File: src/rtl/rf_pkg.sv
// Shared defaults and types for the scoreboarded MIPS register file.
package rf_pkg;

  localparam int          RF_DW      = 32;
  localparam int          RF_AW      = 5;
  localparam int          RF_GP_IDX  = 28;
  localparam int          RF_SP_IDX  = 29;
  localparam logic [31:0] RF_GP_INIT = 32'h0000_1800;
  localparam logic [31:0] RF_SP_INIT = 32'h0000_2ffe;

  typedef logic [RF_AW-1:0] rf_addr_t;

endpackage

File: src/rtl/rf_scoreboarded_if.sv
// Register-file request/response bundle: read ports, write port, reserve port, busy summary.
interface rf_scoreboarded_if
  import rf_pkg::*;
#(
  parameter int DW = RF_DW,
  parameter int AW = RF_AW
);

  logic [AW-1:0] ra1;
  logic [AW-1:0] ra2;
  logic          re1;
  logic          re2;
  logic [DW-1:0] rd1;
  logic [DW-1:0] rd2;
  logic          rd1_busy;
  logic          rd2_busy;
  logic          we;
  logic [AW-1:0] wa;
  logic [DW-1:0] wd;
  logic          rsv_en;
  logic [AW-1:0] rsv_addr;
  logic          any_busy;

  modport master (
    output ra1, ra2, re1, re2, we, wa, wd, rsv_en, rsv_addr,
    input  rd1, rd2, rd1_busy, rd2_busy, any_busy
  );

  modport slave (
    input  ra1, ra2, re1, re2, we, wa, wd, rsv_en, rsv_addr,
    output rd1, rd2, rd1_busy, rd2_busy, any_busy
  );

endinterface

File: src/rtl/rf_scoreboard.sv
// Per-register busy bits: reserve sets, write clears, reserve wins on the same edge.
module rf_scoreboard #(
  parameter int AW = 5
) (
  input  logic          clk,
  input  logic          rst_n,
  input  logic          set_en,
  input  logic [AW-1:0] set_addr,
  input  logic          clr_en,
  input  logic [AW-1:0] clr_addr,
  input  logic [AW-1:0] ra1,
  input  logic [AW-1:0] ra2,
  output logic          busy1,
  output logic          busy2,
  output logic          any_busy
);

  localparam int unsigned DEPTH = 1 << AW;

  logic [DEPTH-1:0] busy;

  // Set is applied after clear so a same-edge reserve overrides the write's clear.
  always_ff @(posedge clk or negedge rst_n) begin
    if (!rst_n) begin
      busy <= '0;
    end else begin
      if (clr_en && clr_addr != '0) busy[clr_addr] <= 1'b0;
      if (set_en && set_addr != '0) busy[set_addr] <= 1'b1;
    end
  end

  always_comb begin
    busy1    = (ra1 == '0) ? 1'b0 : busy[ra1];
    busy2    = (ra2 == '0) ? 1'b0 : busy[ra2];
    any_busy = |busy;
  end

endmodule

File: src/rtl/rf_scoreboarded.sv
// Two-read/one-write register file with zero register, $gp/$sp reset values and busy scoreboard.
// Optional write-first read bypass enabled by defining RF_BYPASS_EN.
module rf_scoreboarded
  import rf_pkg::*;
#(
  parameter int            DW      = RF_DW,
  parameter int            AW      = RF_AW,
  parameter int            GP_IDX  = RF_GP_IDX,
  parameter logic [DW-1:0] GP_INIT = DW'(RF_GP_INIT),
  parameter int            SP_IDX  = RF_SP_IDX,
  parameter logic [DW-1:0] SP_INIT = DW'(RF_SP_INIT)
) (
  input logic              clk,
  input logic              rst_n,
  rf_scoreboarded_if.slave bus
);

  localparam int unsigned DEPTH = 1 << AW;

  logic [DW-1:0] mem [DEPTH];
  logic [DW-1:0] rd1_q, rd2_q, rd1_n, rd2_n;
  logic          rb1_q, rb2_q, rb1_n, rb2_n;
  logic          sb_busy1, sb_busy2, sb_any;

  rf_scoreboard #(
    .AW(AW)
  ) u_sb (
    .clk      (clk),
    .rst_n    (rst_n),
    .set_en   (bus.rsv_en),
    .set_addr (bus.rsv_addr),
    .clr_en   (bus.we),
    .clr_addr (bus.wa),
    .ra1      (bus.ra1),
    .ra2      (bus.ra2),
    .busy1    (sb_busy1),
    .busy2    (sb_busy2),
    .any_busy (sb_any)
  );

  always_ff @(posedge clk or negedge rst_n) begin
    if (!rst_n) begin
      for (int unsigned i = 0; i < DEPTH; i++) mem[i] <= '0;
      if (GP_IDX != 0) mem[AW'(GP_IDX)] <= GP_INIT;
      if (SP_IDX != 0) mem[AW'(SP_IDX)] <= SP_INIT;
    end else if (bus.we && bus.wa != '0) begin
      mem[bus.wa] <= bus.wd;
    end
  end

  // Zero-register override is applied last so it also masks any bypass hit.
  always_comb begin
    rd1_n = mem[bus.ra1];
    rb1_n = sb_busy1;
    rd2_n = mem[bus.ra2];
    rb2_n = sb_busy2;
`ifdef RF_BYPASS_EN
    if (bus.we && bus.wa == bus.ra1) begin
      rd1_n = bus.wd;
      rb1_n = bus.rsv_en && (bus.rsv_addr == bus.ra1);
    end
    if (bus.we && bus.wa == bus.ra2) begin
      rd2_n = bus.wd;
      rb2_n = bus.rsv_en && (bus.rsv_addr == bus.ra2);
    end
`else
`endif
    if (bus.ra1 == '0) begin
      rd1_n = '0;
      rb1_n = 1'b0;
    end
    if (bus.ra2 == '0) begin
      rd2_n = '0;
      rb2_n = 1'b0;
    end
  end

  always_ff @(posedge clk or negedge rst_n) begin
    if (!rst_n) begin
      rd1_q <= '0;
      rb1_q <= 1'b0;
      rd2_q <= '0;
      rb2_q <= 1'b0;
    end else begin
      if (bus.re1) begin
        rd1_q <= rd1_n;
        rb1_q <= rb1_n;
      end
      if (bus.re2) begin
        rd2_q <= rd2_n;
        rb2_q <= rb2_n;
      end
    end
  end

  assign bus.rd1      = rd1_q;
  assign bus.rd1_busy = rb1_q;
  assign bus.rd2      = rd2_q;
  assign bus.rd2_busy = rb2_q;
  assign bus.any_busy = sb_any;

endmodule

File: src/flat_wrapper.sv
// flat-port wrapper written by rule: the top's interface ports become plain ports
module rf_scoreboarded_flat import rf_pkg::*;
#(
  parameter int            DW      = RF_DW,
  parameter int            AW      = RF_AW,
  parameter int            GP_IDX  = RF_GP_IDX,
  parameter logic [DW-1:0] GP_INIT = DW'(RF_GP_INIT),
  parameter int            SP_IDX  = RF_SP_IDX,
  parameter logic [DW-1:0] SP_INIT = DW'(RF_SP_INIT)
)
  (clk, rst_n, bus_ra1, bus_ra2, bus_re1, bus_re2, bus_we, bus_wa, bus_wd, bus_rsv_en, bus_rsv_addr, bus_rd1, bus_rd2, bus_rd1_busy, bus_rd2_busy, bus_any_busy);
  rf_scoreboarded_if #(.DW(DW), .AW(AW)) bus_i ();
  input logic clk;
  input logic rst_n;
  input wire logic [$bits(bus_i.ra1)-1:0] bus_ra1;
  input wire logic [$bits(bus_i.ra2)-1:0] bus_ra2;
  input wire logic [$bits(bus_i.re1)-1:0] bus_re1;
  input wire logic [$bits(bus_i.re2)-1:0] bus_re2;
  input wire logic [$bits(bus_i.we)-1:0] bus_we;
  input wire logic [$bits(bus_i.wa)-1:0] bus_wa;
  input wire logic [$bits(bus_i.wd)-1:0] bus_wd;
  input wire logic [$bits(bus_i.rsv_en)-1:0] bus_rsv_en;
  input wire logic [$bits(bus_i.rsv_addr)-1:0] bus_rsv_addr;
  output wire logic [$bits(bus_i.rd1)-1:0] bus_rd1;
  output wire logic [$bits(bus_i.rd2)-1:0] bus_rd2;
  output wire logic [$bits(bus_i.rd1_busy)-1:0] bus_rd1_busy;
  output wire logic [$bits(bus_i.rd2_busy)-1:0] bus_rd2_busy;
  output wire logic [$bits(bus_i.any_busy)-1:0] bus_any_busy;
  assign bus_i.ra1 = bus_ra1;
  assign bus_i.ra2 = bus_ra2;
  assign bus_i.re1 = bus_re1;
  assign bus_i.re2 = bus_re2;
  assign bus_i.we = bus_we;
  assign bus_i.wa = bus_wa;
  assign bus_i.wd = bus_wd;
  assign bus_i.rsv_en = bus_rsv_en;
  assign bus_i.rsv_addr = bus_rsv_addr;
  assign bus_rd1 = bus_i.rd1;
  assign bus_rd2 = bus_i.rd2;
  assign bus_rd1_busy = bus_i.rd1_busy;
  assign bus_rd2_busy = bus_i.rd2_busy;
  assign bus_any_busy = bus_i.any_busy;
  rf_scoreboarded #(.DW(DW), .AW(AW), .GP_IDX(GP_IDX), .GP_INIT(GP_INIT), .SP_IDX(SP_IDX), .SP_INIT(SP_INIT)) u_core (.clk(clk), .rst_n(rst_n), .bus(bus_i));
endmodule
File: config.mk
export PLATFORM = sky130hd
export DESIGN_NAME = rf_scoreboarded_flat
export DESIGN_NICKNAME = d
export VERILOG_FILES = /design/src/rtl/rf_pkg.sv /design/src/rtl/rf_scoreboarded_if.sv /design/src/rtl/rf_scoreboard.sv /design/src/rtl/rf_scoreboarded.sv /design/src/flat_wrapper.sv
export SDC_FILE = /design/constraint.sdc
export NUM_CORES = 2
export LEC_CHECK = 0
export CORE_MARGIN = 2
export CORE_UTILIZATION = 40
export DETAILED_ROUTE_END_ITERATION = 8
export PLACE_DENSITY = 0.56
export SETUP_SLACK_MARGIN = 0.02
export SLEW_MARGIN = 20
export SYNTH_ARGS = -nofsm -noshare
export SYNTH_HDL_FRONTEND = slang
export SYNTH_SLANG_ARGS = --single-unit
export TNS_END_PERCENT = 10
File: constraint.sdc
create_clock -name clk -period 2.05 [get_ports clk]
set_input_delay 0.3075 -clock clk [delete_from_list [all_inputs] [get_ports clk]]
set_output_delay 0.3075 -clock clk [all_outputs]
set_load 0.01 [all_outputs]
# Word level (Yosys, flattened, before mapping)

Cells that the tools add are included.

Magnitude comparators: 10
Multiplexer cells: 23
Bitwise gates (word level): 6
Reduce and logical (&&, ||, !) cells: 10

Operators by type and width:

| cell                                                        | count |
|---|---|
| bitwise mux 1024 bit                                        | 1 |
| binary-select mux 32 bit (select 5 bit)                     | 2 |
| 2-to-1 mux 32 bit                                           | 9 |
| demux 32 bit (select 5 bit)                                 | 1 |
| bitwise AND 32 bit                                          | 1 |
| NOT 32 bit                                                  | 1 |
| bitwise OR 32 bit                                           | 1 |
| OR reduction 32 bit                                         | 1 |
| less-than comparator 5 x 6 -> 1 bit (second input constant) | 4 |
| >= comparator 6 bit (second input constant)                 | 3 |
| NOT 5 -> 6 bit                                              | 3 |
| binary-select mux 1 bit (select 5 bit)                      | 2 |
| demux 1 bit (select 5 bit)                                  | 2 |
| >= comparator 5 x 1 -> 1 bit (second input constant)        | 2 |
| zero test 5 bit                                             | 2 |
| nonzero test 5 bit                                          | 2 |
| less-than comparator 6 x 1 -> 1 bit (second input constant) | 1 |
| 2-to-1 mux 1 bit                                            | 6 |
| logical AND 1 bit                                           | 5 |

Register bits after elaboration: 1122
Input bits: 58
Output and inout bits: 67
Logic and storage cells: 86

# Logic depth before layout (Yosys ltp)

Depth after elaboration: 9
Depth in mapped cells: 9
Depth with buffers taken out: 4

# Cells and area by module

A second synthesis with hierarchy kept.

Cells, all modules: 4249
Area total of the unflattened synthesis: 58763.9 um2

Modules (own cells, without submodules):

| module          | times used | cells an instance | area each (um2) | sequential area each (um2) |
|---|---|---|---|---|
| rf_scoreboarded | 1          | 4026              | 56716.9         | 27276.2 |
| rf_scoreboard   | 1          | 223               | 2047.0          | 800.8 |

# Least setup slack after synthesis

OpenSTA, ideal clock, no wires.

Kind: input-to-reg
Start point: input port bus_ra2[0]
End point: register u_core.rd2_q[1] (netlist: u_core.bus.rd2[1])
Arrival time: 1.834 ns
Data required time: 1.912 ns
Slack: 0.078 ns
Stages: 7
Path through: buf_6 -> buf_6 -> buf_2 -> mux4_2 -> or2_2 -> o2111ai_1 -> a21oi_1

Word-level cells in the longest chain between the ends: 5

Ends and longest elaborated chain:

| item                                                  | line                  | text |
|---|---|---|
| start: declaration                                    | flat_wrapper.sv:16    | `input wire logic [$bits(bus_i.ra2)-1:0] bus_ra2;` |
| NOT 5 -> 6 bit (not written as such)                  | rf_scoreboarded.sv:55 | `rd2_n = mem[bus.ra2];` |
| binary-select mux 32 bit (select 5 bit)               | rf_scoreboarded.sv:55 |  |
| 2-to-1 mux 32 bit (not written as such) (2 in series) | rf_scoreboarded.sv:55 |  |
| 2-to-1 mux 32 bit *                                   | rf_scoreboarded.sv:72 | `if (bus.ra2 == '0) begin` |
| end signal: assignment                                | rf_scoreboarded.sv:90 | `rd2_q <= rd2_n;` |
| end: declaration                                      | rf_scoreboarded.sv:21 | `logic [DW-1:0] rd1_q, rd2_q, rd1_n, rd2_n;` |

Mark *: on every way between the ends. The rest lies on a longest branch, timed or not. The select of a mux whose other input is x is not followed.
A chain may end at the register's enable or synchronous reset.

# Worst setup path after layout

Start point: register u_core.u_sb.busy[19]
End point: output port bus_any_busy

Word-level cells in the longest chain between the ends: 1

Ends and longest elaborated chain:

| item                             | line                | text |
|---|---|---|
| start: declaration               | rf_scoreboard.sv:20 | `logic [DEPTH-1:0] busy;` |
| start signal: assignment         | rf_scoreboard.sv:25 | `busy <= '0;` |
| start signal: indexed assignment | rf_scoreboard.sv:27 | `if (clr_en && clr_addr != '0) busy[clr_addr] <= 1'b0;` |
| start signal: indexed assignment | rf_scoreboard.sv:28 | `if (set_en && set_addr != '0) busy[set_addr] <= 1'b1;` |
| OR reduction 32 bit              | rf_scoreboard.sv:35 | `any_busy = \|busy;` |
| end: declaration                 | flat_wrapper.sv:28  | `output wire logic [$bits(bus_i.any_busy)-1:0] bus_any_busy;` |

Every way passes these cells.

==> flow_summary.json <==
{
  "run_status": "finished with violations",
  "failed_checks": "negative setup slack",
  "grt_util_all_layers_pct": 26.5,
  "die_h_microns": 390,
  "post-route-period-util_pct": 114,
  "dr_total_vias": 39549,
  "num-nets-final": 4467,
  "power_density_mw_per_mm2": 934,
  "power_leakage_uw": 0.0314,
  "fin_ws_ns": -0.290,
  "maxSlewViolCount": 0,
  "hold_violations": 0,
  "drive_above_1_share_pct": 49.2,
  "cp-end-kind": "output pin",
  "period_needed_ns": 2.34,
  "synthXorXnorAreaFrac_pct": 0,
  "ant_nets": 0,
  "max_slew.worst_pin.slew_ns": 0.852,
  "wire_per_inst_microns": 31.1,
  "synthArstFlopShare_pct": 100,
  "drtIter0Drc": 3079,
  "crit_type": "reg -> out",
  "holdCritPathClass": "in -> reg",
  "relSlewSlack_pct": 42.8,
  "htreeDepth": 4,
  "drv_cap": 0,
  "gp_congestion": 0.828,
  "timing.fmax_mhz": 427,
  "worstPathRequired_ns": 1.74,
  "rsz0062_at_grt": "true",
  "netlist_instances": 4146,
  "numCtsBuffers": 131,
  "syn_area_sq_mm": 0.0595,
  "totalWireLength_microns": 200000,
  "finalSetupViolCount": 1,
  "detailedPlace.worstSlack_ns": -0.507,
  "grt_max_degree": 100,
  "synth_compound_area_share_pct": 5.74,
  "ys_types": 54,
  "crit_path_max_fanout": 2,
  "ioPinCount": 125,
  "synth_warnings": 0,
  "clockBufferDepth": 3,
  "synth_edf_count": 0,
  "irDropWorstVdd_uv": 948,
  "cts.sinks": 1122,
  "syn-num-nets": 4204,
  "rows": 141,
  "numPortBuffers": 124,
  "syn_avg_cell_area_sq_um": 14.3,
  "ys_seq_elements": 1122,
  "vias_per_cell": 6.14,
  "grt_pass1_vias": 40865,
  "skew_ns": 0.0225,
  "die_area_sq_mm": 0.152,
  "synth.area.mux_share_pct": 40.2,
  "clock_insertion_delay_worst_skew_ns": 0.78,
  "hpwl_microns": 129000,
  "synth_ff_type": "dfrtp_1",
  "cts-root-buf": "clkbuf_16",
  "antenna_found_initial": 9,
  "power_uw": 66300,
  "startpoint_type": "flip-flop",
  "grt_pass1_wl_microns": 293000,
  "path_clk_slew_ns": 0.06,
  "drc": 0,
  "ys_seq_area_share_pct": 47.2,
  "areaGrowthSynthToFinish_pct": 19.3,
  "critPathArrivalTime_ns": 2.03,
  "core-area_sq_mm": 0.148,
  "start_util_pct": 40.3,
  "synth-adder-area-share_pct": 0,
  "grt.overflow.total": 0,
  "die_width_microns": 390,
  "synthSimpleGateAreaFrac_pct": 3.13,
  "drtPass1Iterations": 5,
  "cts_tree": "yes",
  "synth_top_family_by_area": "multiplexers"
}
Yosys cell counts, drive strengths merged (2+ instances only):
| master | count | area share (%) |
|---|---|---|
| a211oi | 33 | 0.42 |
| o211a | 31 | 0.52 |
| o22ai | 65 | 0.68 |
| o32ai | 2 | 0.029 |
| o21ai | 64 | 0.54 |
| a21oi | 30 | 0.25 |
| inv | 6 | 0.038 |
| nor3b | 2 | 0.025 |
| nand3b | 3 | 0.038 |
| a22oi | 31 | 0.39 |
| o221ai | 32 | 0.47 |
| a22o | 11 | 0.16 |
| o2111ai | 33 | 0.49 |
| clkbuf | 243 | 1.5 |
| nor3 | 11 | 0.12 |
| nand3 | 8 | 0.067 |
| or2 | 32 | 0.34 |
| a2111oi | 32 | 0.73 |
| o211ai | 33 | 0.42 |
| nor2 | 82 | 0.52 |
| mux2i | 329 | 5.5 |
| o32a | 31 | 0.52 |
| a41o | 2 | 0.034 |
| nand4 | 4 | 0.042 |
| nor2b | 40 | 0.42 |
| nor4 | 10 | 0.12 |
| or3b | 5 | 0.074 |
| or4 | 3 | 0.038 |
| nand2b | 76 | 0.80 |
| mux4 | 366 | 14 |
| mux2 | 1087 | 21 |
| nand2 | 53 | 0.33 |
| nand4b | 6 | 0.088 |
| buf | 213 | 2.1 |
| dfrtp | 1122 | 47 |
| or3 | 6 | 0.063 |
metal layers:
metal  global-route usage [%]  wire length, microns
met1                     36.4                 86800
met2                     42.6                 94600
met3                     4.13                 11700
met4                     9.67                  7330
met5                        0                     0
cell type report:
| cell class | instances | area (sq um) |
|---|---|---|
| repair buffers | 586 | 6620 |
| clock inverters | 42 | 427 |
| fillers | 12914 | 76700 |
| well taps | 1930 | 2410 |
| diodes | 2 | 5.00 |
| multi-input cells | 2562 | 29500 |
| clock buffers | 193 | 3870 |
| inverters | 6 | 22.5 |
| flip-flops and latches | 1122 | 28100 |
metrics by stage:
step	hold slack, ns	instance area (sq um)	util [%]	setup TNS (ns)	instances
after floorplan	0.0119	59500	-	0	4146
after global placement	0.361	66600	45.1	-257.35	6194
after detailed placement	0.364	66600	45.1	-248.55	6194
after CTS	0.0264	70900	48.0	-0.330	6434
after global routing	0.0885	71000	48.1	-0.329	6441
final	0.0865	71000	48.1	-0.290	6443
sequential cells by signal, indices dropped and copies added, names as in the netlist:
signal and flops:
u_core.bus.rd2 32, u_core.mem 1024, u_core.bus.rd1 32, u_core.bus.rd2_busy 1, u_core.u_sb.busy 32, u_core.bus.rd1_busy 1
where the power goes:
part	internal (uW)	switching, uW
clock	13800	9770
sequential	26300	3240
combinational	8020	5200
timing repair:
| action | in CTS | in global routing |
|---|---|---|
| hold endpoints to repair | 1011 | 0 |
| setup endpoints to repair | 61 | 2 |
| pin swaps | 5 | 6 |
| resized for setup | 86 | 8 |
| setup buffers | 4 | 7 |
| hold buffers | 1 | 0 |
layout by cell type (no fill, tap or decap), types with 65 or more instances in the layout:
master	instances
mux2i_1	329
buf_12	158
mux4_2	324
nand2b_1	76
nor2_1	70
o22ai_1	65
clkbuf_16	137
buf_4	305
dfrtp_1	1104
mux2_2	1087
path summary, 6_finish.rpt:
kind	startpoint	endpoint	slack, ns	cells after the start
setup / recovery	u_core.u_sb.busy[19]	bus_any_busy	-0.29	4
hold / removal	bus_ra2[2]	u_core.bus.rd2[21]	0.09	4
setup reg to reg	u_core.u_sb.busy[7]	u_core.bus.rd2_busy	0.08	6
hold reg to reg	u_core.mem[1018]	u_core.mem[1018]	0.40	0
max in group asynchronous	rst_n	u_core.bus.rd2[23]	0.96	4
min in group asynchronous	rst_n	u_core.mem[513]	0.16	3
critical path, stage by stage (launching register included):
cell     delay, ns
dfrtp_1       0.40
nor4_2        0.31
nand4_1       0.15
or2_4         0.28
buf_6         0.12
kinds of logic (layout without fill, tap and decap cells):
logic type	after synthesis	after routing
AOI/OAI and AO/OA	435	435
buffers and inverters	462	827
DFF	1122	1122
muxes	1782	1782
other	0	2
and+or+nand+nor	345	345
Power figures use the tool's default switching activity.
